===== config.mk =====
export PLATFORM = sky130hd
export DESIGN_NAME = duv_mux_rr
export DESIGN_NICKNAME = d
export VERILOG_FILES = /design/src/rtl/duv_mux_rr.sv
export SDC_FILE = /design/constraint.sdc
export NUM_CORES = 1
export LEC_CHECK = 0
export CORE_MARGIN = 8
export CORE_UTILIZATION = 40
export DETAILED_ROUTE_END_ITERATION = 16
export GPL_TIMING_DRIVEN = 1
export PLACE_DENSITY = 0.78
export RECOVER_POWER = 100
export SLEW_MARGIN = 20
export SYNTH_ARGS = -nofsm -noshare
export SYNTH_HDL_FRONTEND = slang
export SYNTH_SLANG_ARGS = --single-unit

===== constraint.sdc =====
create_clock -name clk -period 2.42 [get_ports clk]
set_input_delay 0.484 -clock clk [delete_from_list [all_inputs] [get_ports clk]]
set_output_delay 0.484 -clock clk [all_outputs]
set_load 0.02 [all_outputs]

===== src/rtl/duv_mux_rr.sv =====
// duv_mux_rr: N-channel, W-bit registered selector with valid/ready handshakes,
// fixed-select or round-robin arbitration. Optional packet lock: DUV_MUX_PKT_LOCK_EN.

module duv_mux_rr_lane #(
  parameter int W    = 4,
  parameter int SELW = 2,
  parameter int IDX  = 0
) (
  input  logic            can_accept,
  input  logic            grant_vld,
  input  logic [SELW-1:0] grant,
  input  logic [W-1:0]    data,
  output logic            ready,
  output logic [W-1:0]    data_sel
);
  assign ready    = can_accept & grant_vld & (grant == SELW'(IDX));
  assign data_sel = ready ? data : '0;
endmodule

module duv_mux_rr #(
  parameter  int W    = 4,
  parameter  int N    = 4,
  localparam int SELW = $clog2(N)
) (
  input  logic            clk,
  input  logic            reset,
  input  logic            mode,
  input  logic [SELW-1:0] sel,
  input  logic [N-1:0]    in_valid,
  input  logic [N*W-1:0]  in_data,
`ifdef DUV_MUX_PKT_LOCK_EN
  input  logic [N-1:0]    in_last,
`endif
  output logic [N-1:0]    in_ready,
  output logic            out_valid,
  output logic [W-1:0]    out_data,
  output logic [SELW-1:0] out_ch,
  input  logic            out_ready
);

  logic [N-1:0][W-1:0] lane_data, lane_sel;
  logic [SELW-1:0]     ptr, grant;
  logic                grant_vld, can_accept, accept;
  logic [W-1:0]        mux_data;

  assign lane_data = in_data;
  // Gating with reset keeps in_ready low and blocks any accept in the reset cycle.
  assign can_accept = ~reset & (~out_valid | out_ready);
  assign accept     = can_accept & grant_vld;

`ifdef DUV_MUX_PKT_LOCK_EN
  logic            locked;
  logic [SELW-1:0] lock_ch;

  always_ff @(posedge clk) begin
    if (reset || !mode) begin
      locked  <= 1'b0;
      lock_ch <= '0;
    end else if (accept) begin
      locked  <= ~in_last[grant];
      lock_ch <= grant;
    end
  end
`endif

  always_comb begin
    logic [SELW-1:0] idx;
    grant_vld = 1'b0;
    grant     = '0;
    idx       = '0;
    if (!mode) begin
      if (int'(sel) < N) begin
        grant     = sel;
        grant_vld = in_valid[sel];
      end
    end
`ifdef DUV_MUX_PKT_LOCK_EN
    else if (locked) begin
      grant     = lock_ch;
      grant_vld = in_valid[lock_ch];
    end
`endif
    else begin
      // Scan far-to-near so the channel closest after ptr is the last writer.
      for (int k = N; k >= 1; k--) begin
        idx = SELW'((int'(ptr) + k) % N);
        if (in_valid[idx]) begin
          grant     = idx;
          grant_vld = 1'b1;
        end
      end
    end
  end

  for (genvar i = 0; i < N; i++) begin : g_lane
    duv_mux_rr_lane #(.W(W), .SELW(SELW), .IDX(i)) u_lane (
      .can_accept (can_accept),
      .grant_vld  (grant_vld),
      .grant      (grant),
      .data       (lane_data[i]),
      .ready      (in_ready[i]),
      .data_sel   (lane_sel[i])
    );
  end

  always_comb begin
    mux_data = '0;
    for (int i = 0; i < N; i++) mux_data |= lane_sel[i];
  end

  always_ff @(posedge clk) begin
    if (reset) begin
      out_valid <= 1'b0;
      out_data  <= '0;
      out_ch    <= '0;
      ptr       <= SELW'(N - 1);
    end else if (accept) begin
      out_valid <= 1'b1;
      out_data  <= mux_data;
      out_ch    <= grant;
      if (mode) ptr <= grant;
    end else if (out_ready) begin
      out_valid <= 1'b0;
    end
  end

endmodule

Word-level counts from Yosys, hierarchy flattened
Cells that the tools add are included.
{"block": "op_classes", "add_sub_neg": 4, "n_mul": 0, "div_mod_pow": 0, "n_lt_le_gt_ge": 5, "n_eq_ne": 3, "n_shift": 0, "n_mux": 26, "n_bitwise": 12, "n_reduce_logical": 3}
{"cell": "$mux W4", "n": 4}
{"cell": "$lt A2 B3 Y1 const B", "n": 5}
{"cell": "$mux W1", "n": 12}
{"cell": "$or A4 B4 Y4", "n": 3}
{"cell": "$bmux W1 S2", "n": 5}
{"cell": "$mux W2", "n": 5}
{"cell": "$and A1 B1 Y1", "n": 6}
{"cell": "$add A2 B1 Y2 const B", "n": 2}
{"cell": "$add A2 B2 Y2 const B", "n": 2}
{"cell": "$eq A2 B2 Y1 const B", "n": 2}
{"cell": "$eq A2 B1 Y1 const B", "n": 1}
{"cell": "$logic_not A2 Y1", "n": 1}
{"cell": "$not A1 Y1", "n": 2}
{"cell": "$reduce_and A2 Y1", "n": 1}
{"cell": "$reduce_bool A2 Y1", "n": 1}
{"cell": "$or A1 B1 Y1", "n": 1}
{"block": "word_totals", "regBits": 9, "latchBits": 0, "ram_bits": 0, "romBits": 0, "in_bits": 26, "out_inout_bits": 11, "wordCells": 57, "n_memories": 0}

Logic depth before layout (Yosys ltp)
Gate-level depths: netlist of the first run.
{"block": "depth", "word_depth": 14, "ltp_mapped": 8, "depth_no_buf": 6}

By module
A second synthesis of the first run with hierarchy kept.
{"block": "unflattened", "cells_unflattened": 85, "area_unflattened_um2": 718.2}
{"mod": "duv_mux_rr", "instances": 1, "cells_per_inst": 65, "area_per_inst_um2": 556.8, "seq_area_each_um2": 180.2}
{"mod": "duv_mux_rr_lane at g_lane[1].u_lane ...", "instances": 2, "cells_per_inst": 5, "area_per_inst_um2": 41.3, "seq_area_each_um2": 0.0}
{"mod": "duv_mux_rr_lane at g_lane[0].u_lane", "instances": 1, "cells_per_inst": 5, "area_per_inst_um2": 42.5, "seq_area_each_um2": 0.0}
{"mod": "duv_mux_rr_lane at g_lane[3].u_lane", "instances": 1, "cells_per_inst": 5, "area_per_inst_um2": 36.3, "seq_area_each_um2": 0.0}

Worst setup path after synthesis of the first run
Ideal clock, no wire load.
{"block": "synth_timing", "kind": "in2out", "startpoint": "input port sel[1]", "endpoint": "output port in_ready[1]", "arrival_time_ps": 1772, "required_time_ps": 1936, "path_slack_ps": 164, "path_stages": 6, "path_buffers": 2, "path_cell_list": "mux4_1 -> nor2_1 -> a2111oi_4 -> buf_6 -> and3_1 -> buf_4"}
{"block": "synth_via", "elab_chain_cells": 5, "word_cells_on_any_way": 7, "classes_between": "eq/ne: 1; mux: 4; bitwise: 2"}
{"element": "start: declaration", "line_no": "28", "source": "input logic [SELW-1:0] sel,"}
{"element": "$bmux W1 S2", "line_no": "74", "source": "grant_vld = in_valid[sel];"}
{"element": "$mux W1 (implied by the code)", "line_no": "74"}
{"element": "$mux W1", "line_no": "71", "source": "if (!mode) begin"}
{"element": "$and A1 B1 Y1", "line_no": "16", "source": "assign ready = can_accept & grant_vld & (grant == SELW'(IDX));"}
{"element": "$and A1 B1 Y1 *", "line_no": "16"}
{"element": "end: declaration", "line_no": "34", "source": "output logic [N-1:0] in_ready,"}
Every way passes the cells marked *; elsewhere a longest branch is shown, timed or not. The select of a mux whose other input is x is not followed.

Worst setup path in the final report of the first run
{"block": "layout_timing", "startpoint": "input port in_valid[2]", "endpoint": "output port in_ready[3]"}
{"block": "layout_via", "elab_chain_cells": 9, "word_cells_on_any_way": 23, "classes_between": "eq/ne: 1; mux: 20; bitwise: 2"}
{"element": "start: declaration", "line_no": "29", "source": "input logic [N-1:0] in_valid,"}
{"element": "$bmux W1 S2", "line_no": "87", "source": "if (in_valid[idx]) begin"}
{"element": "$mux W1 (implied by the code)", "line_no": "87"}
{"element": "$mux W2 / $mux W1 (equally long branches) (4 in series)", "line_no": "87"}
{"element": "$mux W2 / $mux W1 (equally long branches)", "line_no": "71"}
{"element": "$eq A2 B2 Y1 / $and A1 B1 Y1 (equally long branches)", "line_no": "16"}
{"element": "$and A1 B1 Y1 *", "line_no": "16"}
Marked as above.

==> results of run 1 <==
[tightest hold or removal path, stage by stage (launching register included)]
cell	delay [ns]
dfxtp_1	0.32
mux2i_1	0.07
nor2_1	0.07
[flip-flops by register name, summed over array words and instances, names as in the netlist]
signal,flops
out_ch,2
out_data,4
out_valid,1
ptr,2
[power groups by stage]
stage	sequential, mW	clock, mW	combinational, mW
after global placement	0.178	0	0.270
after CTS	0.176	0.122	0.310
final	0.178	0.117	0.329
after global routing	0.179	0.131	0.348
after detailed placement	0.179	0	0.278
after floorplan	0.196	0	0.124
[placed cells by master, fill, tap and decap left out, types with 2 or more instances in the layout]
| cell | synthesis | final |
|---|---|---|
| clkbuf_4 | 0 | 3 |
| nand2b_4 | 0 | 2 |
| nor2_2 | 1 | 2 |
| nor3b_1 | 5 | 5 |
| a21oi_1 | 3 | 3 |
| buf_6 | 3 | 6 |
| dlymetal6s2s_1 | 0 | 2 |
| a21o_1 | 2 | 2 |
| dlygate4sd3_1 | 0 | 6 |
| inv_2 | 1 | 2 |
| a31o_1 | 3 | 3 |
| clkdlybuf4s50_1 | 0 | 17 |
| nor2_1 | 12 | 10 |
| inv_1 | 5 | 4 |
| and3_1 | 4 | 2 |
| buf_4 | 4 | 38 |
| nand2_2 | 1 | 2 |
| nor2b_1 | 3 | 2 |
| mux2i_1 | 7 | 7 |
| dfxtp_1 | 9 | 8 |
| a221o_1 | 4 | 4 |
| nand2_1 | 4 | 3 |
| buf_2 | 1 | 3 |
| dlygate4sd2_1 | 0 | 2 |
| and3_4 | 0 | 2 |
[final cells by class]
| class | instances | area (sq um) | area share |
|---|---|---|---|
| sequential | 9 | 183.9 | 0.1226 |
| inverter | 6 | 22.52 | 0.01501 |
| multi-input combinational | 68 | 566.8 | 0.3778 |
| timing repair buffer | 77 | 666.9 | 0.4445 |
| clock buffer | 4 | 26.28 | 0.01751 |
| tap | 27 | 33.78 | 0.02252 |
[synth_stat cells (3+ instances only)]
library cell,number
nor2_1,12
dfxtp_1,9
mux2i_1,7
inv_1,5
nor3b_1,5
a221o_1,4
and3_1,4
buf_4,4
nand2_1,4
a21oi_1,3
a31o_1,3
buf_6,3
nand2b_1,3
nor2b_1,3
[timing repair]
item / CTS / global route
gates resized for setup: 43 / 18
pin swaps: 4 / 4
setup endpoints to repair: 5 / 3
setup buffers: 11 / 2
[metrics by stage]
step                      area (sq um)  TNS (ns)
after global routing              1500   -0.1396
after global placement            1321    -3.831
after CTS                         1439         0
after detailed placement          1321    -4.311
final                             1500         0
after floorplan                  789.5         0
[metal layers]
layer	track usage	vias up	part of all wire
met5	0	-	0
met4	0.05316	0	0.016
met3	0.04237	6	0.073
met2	0.3277	42	0.53
met1	0.1777	465	0.38
li1	-	479	-
[final timing paths]
path / from / endpoint / slack [ns] / cells past startpoint
max: in_valid[2] / in_ready[3] / 0.03 / 7
min: out_ch[0] / out_ch[0] / 0.50 / 2
max reg2reg: ptr[0] / out_data[1] / 0.22 / 10
min reg2reg: out_ch[0] / out_ch[0] / 0.50 / 2
[cells by family (layout without fill, tap and decap cells)]
family                 count (synthesis)  after routing  synth area share
and+or+nand+nor                       36             36            0.2441
AOI/OAI and AO/OA                     24             24            0.2853
buffers and inverters                 15             87            0.1204
DFF                                    9              9            0.2282
muxes                                  8              8            0.1220
==> results_dict.tcl, run 1 <==
set metrics [dict create \
    grt_usage 0.1715 \
    finalHoldViolCount 0 \
    switchingPower_mw 0.2083 \
    hold_slack_ns 0.4991 \
    skew_ns 0.001139 \
    yosysWarnings 0 \
    area_delta_synth_final_pct 90.02 \
    synth_area_leaders "dfxtp_1, mux2i_1, nor2_1" \
    cts-root-buf "clkbuf_4" \
    wl_per_cell_um 17.02 \
    start_util 0.4151 \
    worstPathRequired_ns 1.94 \
    worst-path-max-fanout 4 \
    ios 37 \
    cts.hold.buffers_added 0 \
    cts_made_buffers 3 \
    htree_levels 1 \
    synth.top_cell.area_share 0.2282 \
    fillCellCount 115 \
    gp_congestion 0.9278 \
    p_seq_frac 0.285 \
    leakagePower_nw 0.7225 \
    vias_per_cell 5.194 \
    status "complete, no violations" \
    critPathBufInv 3 \
    synth_edf_count 0 \
    path_clk_slew_ns 0.06 \
    peakVddDrop_mv 0.2958 \
    die_area_sq_um 3651 \
    slowest_delay_ns 0.40 \
    routed_wl_mm 3.250 \
    synth-seq-cells 9 \
    fp-row-count 16 \
    drc 0 \
    pwr-share-clk 0.187 \
    ys_types 35 \
    overflow 0 \
    portBuffers 36 \
    cp-end-kind "output port" \
    coreArea_sq_um 1902 \
    tritoncts "done" \
    netlist_instances 92 \
    syn-num-nets 118 \
    internal-power_mw 0.4144 \
    postLayoutCoreUtil 0.7888 \
    powerDensity_nw_per_um2 415.0 \
    cts_sinks 9 \
    num_vias 992 \
    drtIter0Drc 58 \
    path_common_cell "buf_4" \
    drive_gt1_frac 0.4329 \
    syn-cell-area_sq_um 789.5 \
    ys_seq_area_frac 0.2282 \
    grt_pass1_wl_mm 4.823 \
    async_reset_ff_frac 0 \
    critPathTopFamily "buffers and inverters" \
    die_width_um 60.43 \
    worst_setup_path_start_kind "input pin" \
    cpMaxStageDelayCell "a2111oi_4" \
    drt_pass1_iterations 4 \
    synth-main-ff-cell "dfxtp_1" \
    maxCapViolations 0 \
    cp_cell_sequence "clkdlybuf4s15_1 -> nor2_1 -> and3_4 -> a2111oi_4 -> buf_4 -> and3_1 -> buf_4" \
    swShare 0.3345 \
    ctsLongestPathBuffers 2 \
    clock.fmax_ghz 0.4187 \
    antenna_found_initial 0 \
    avgSynthCellArea_sq_um 8.582 \
    arrival_ns 1.90 \
    finalPower_mw 0.6226 \
    clock_latency_ns 0.26 \
    slew_violations 0 \
    pre_cts_ws_ns -0.7754 \
    fin_cells 191 \
    min_period_ns 2.388 \
    slew_headroom 0.7297 \
    dp_hpwl_mm 2.160 \
    die_h_um 60.43 \
    fin_ws_ns 0.03174 \
    ant_nets 0 \
    hp-class "reg -> reg" \
    dp_cells 174 \
    post-route-period-util 0.9869 \
    grt_max_degree 13 \
    worst_slew_pin_slew_ns 0.4054 \
    antenna_cells 0 \
    worstSetupPathType "in -> out" \
    finalSetupViolCount 0 \
    p_comb_frac 0.528 \
    yosysTopAreaCell "dfxtp_1" \
    fin_nets 191 \
    grt_pass1_vias 1072 \
]
Power figures use the tool's default switching activity.
==> inputs of run 2 (changes only) <==
--- a/config.mk
+++ b/config.mk
@@ -5,7 +5,6 @@
 export SDC_FILE = /design/constraint.sdc
 export NUM_CORES = 1
 export LEC_CHECK = 0
-export CORE_MARGIN = 8
 export CORE_UTILIZATION = 40
 export DETAILED_ROUTE_END_ITERATION = 16
 export GPL_TIMING_DRIVEN = 1
==> constraint.sdc (replaced) <==
create_clock -name clk -period 2.2 [get_ports clk]
set_input_delay 0.44 -clock clk [delete_from_list [all_inputs] [get_ports clk]]
set_output_delay 0.44 -clock clk [all_outputs]
set_load 0.02 [all_outputs]
==> run 2 against run 1 <==
The run now ends with negative setup slack left. Hold slack gained 0.035 ns. Design area decreased by 4.7%. Die area shrank 41%. Combinational power increased by 4%. Critical path depth is 1 lower. Clock skew is 0.0033 ns higher. Count of clock-buffer cells in the layout did not move. Final cell count is 4.7% lower. Register-to-register slack got worse by 0.16 ns. Sequential power grew 9.6%. Critical path type is now reg -> out.
==> results_dict.tcl, run 2 (synthesis gave the netlist of run 1 again) <==
set metrics [dict create \
    worst-path-max-fanout 6 \
    critPathBufInv 1 \
    postLayoutCoreUtil 0.8021 \
    status "finished with violations" \
    cpMaxStageDelayCell "o32ai_4" \
    gp_congestion 0.7558 \
    arrival_ns 1.80 \
    tritoncts "done" \
    grt_usage 0.2560 \
    slew_violations 0 \
    final_common_cell "buf_4" \
    clock_latency_ns 0.27 \
    min_period_ns 2.245 \
    area_delta_synth_final_pct 81.14 \
    hold_slack_ns 0.5344 \
    antenna_cells 0 \
    cts_made_buffers 3 \
    cp-end-kind "output port" \
    overflow 0 \
    worstSetupPathType "reg -> out" \
    portBuffers 36 \
    drt_pass1_iterations 4 \
    die_area_sq_um 2155 \
    ctsLongestPathBuffers 2 \
    path_clk_slew_ns 0.06 \
    drtIter0Drc 16 \
    largest_reg_flops 4 \
    maxCapViolations 0 \
    cts-root-buf "clkbuf_4" \
    htree_levels 1 \
    start_util 0.4428 \
    finalHoldViolCount 0 \
    violations "negative setup slack" \
    fin_setup_tns_ns -0.08831 \
    critPathTopFamily "compound AO/OA/AOI/OAI gates" \
    ant_nets 0 \
    hold_start "out_ch[0]" \
    post-route-period-util 1.020 \
    grt_setup_unrepaired "yes" \
    skew_ns 0.004421 \
    die_h_um 46.43 \
    vias_per_cell 5.319 \
    worst_slew_pin_slew_ns 0.3960 \
    antenna_found_initial 0 \
    largest-register "out_data" \
    grt_pass1_wl_mm 3.850 \
    hp-class "reg -> reg" \
    worstReg2RegStart "ptr[0]" \
    dpl_cell_area_sq_um 1311 \
    grt_max_degree 13 \
    grtUsageMet1 0.2887 \
    cp_cell_sequence "and3_4 -> a21o_1 -> o32ai_4 -> nand2b_4 -> nor2_2 -> buf_6" \
    grt_busiest_layer "met2" \
    dp_hpwl_mm 1.789 \
    worstPathRequired_ns 1.76 \
    finalSetupViolCount 4 \
    globalRouteMet3Util 0.04706 \
    reg2reg_depth 8 \
    multiInputGateArea_sq_um 563.0 \
    hold_depth 2 \
    powerDensity_nw_per_um2 470.2 \
    seqCellArea_sq_um 183.9 \
    hold_end "out_ch[0]" \
    wl_per_cell_um 14.28 \
    drc 0 \
    die_width_um 46.43 \
    fin_nets 184 \
    slew_headroom 0.7360 \
    regToRegSetupSlack_ns 0.06 \
    fillCellCount 115 \
    slowest_delay_ns 0.43 \
    coreArea_sq_um 1783 \
    leakagePower_nw 0.6445 \
    fin_ws_ns -0.04467 \
    reg_top3 "out_data x4, out_ch x2, ptr x2" \
    peakVddDrop_mv 0.3517 \
    finalPower_mw 0.6725 \
    routed_wl_mm 2.599 \
    clock.fmax_ghz 0.4455 \
    grt_util_met2 0.4639 \
    drive_gt1_frac 0.4268 \
    worst_setup_path_start_kind "flip-flop" \
    grt_pass1_vias 907 \
    ios 37 \
    cts_sinks 9 \
    r2r-end "out_data[1]" \
    num_vias 968 \
    crit_start "ptr[0]" \
    fp-row-count 15 \
    layout_common_cells "buf_4, clkdlybuf4s50_1, nor2_1" \
    finalInstanceArea_sq_um 1430 \
]
-- run 2: how the worst max path moves through the flow --
stage	cells after the start	end	slack (ns)
after floorplan	6	in_ready[1]	0.03
after global placement	7	in_ready[1]	-0.83
after detailed placement	7	in_ready[1]	-0.89
after CTS	8	in_ready[2]	0.004
after global routing	6	in_ready[0]	-0.08
final	6	in_ready[0]	-0.04
-- run 2: what timing repair did --
item,CTS,global route
gates resized for setup,64,8
hold buffers,0,0
setup buffers,5,2
endpoints found under the setup margin,10,4
pin swaps,7,4
-- run 2: where the power goes --
group / switching, mW / total, mW / internal, mW
clock: 0.0662 / 0.137 / 0.0704
sequential: 0.0135 / 0.195 / 0.182
combinational: 0.148 / 0.341 / 0.193
-- run 2: area by class of cell --
class                           count  share of cell area
Timing Repair Buffer               70              0.4217
Multi-Input combinational cell     68              0.3937
Sequential cell                     9              0.1286
Tap cell                           25             0.02187
Clock buffer                        4             0.01837
Inverter                            6             0.01575
-- run 2: per-stage QoR --
stage	setup slack [ns]	std cells
after floorplan	0.03168	92
after global placement	-0.8253	171
after detailed placement	-0.8893	171
after CTS	0.004259	180
after global routing	-0.08409	182
final	-0.04467	182
-- run 2: worst min-delay path, delay by kind of cell (launching register included) --
| family | cells | cell delay [ns] |
|---|---|---|
| flip-flops | 1 | 0.34 |
| multiplexers | 1 | 0.09 |
| AND/OR/NAND/NOR | 1 | 0.08 |
-- run 2: routing by layer --
layer / up-vias / part of all wire / wire, um
met4: 0 / 0.021 / 54
met1: 468 / 0.42 / 1082
met5: - / 0 / 0
li1: 463 / - / -
met2: 31 / 0.53 / 1387
met3: 6 / 0.029 / 75
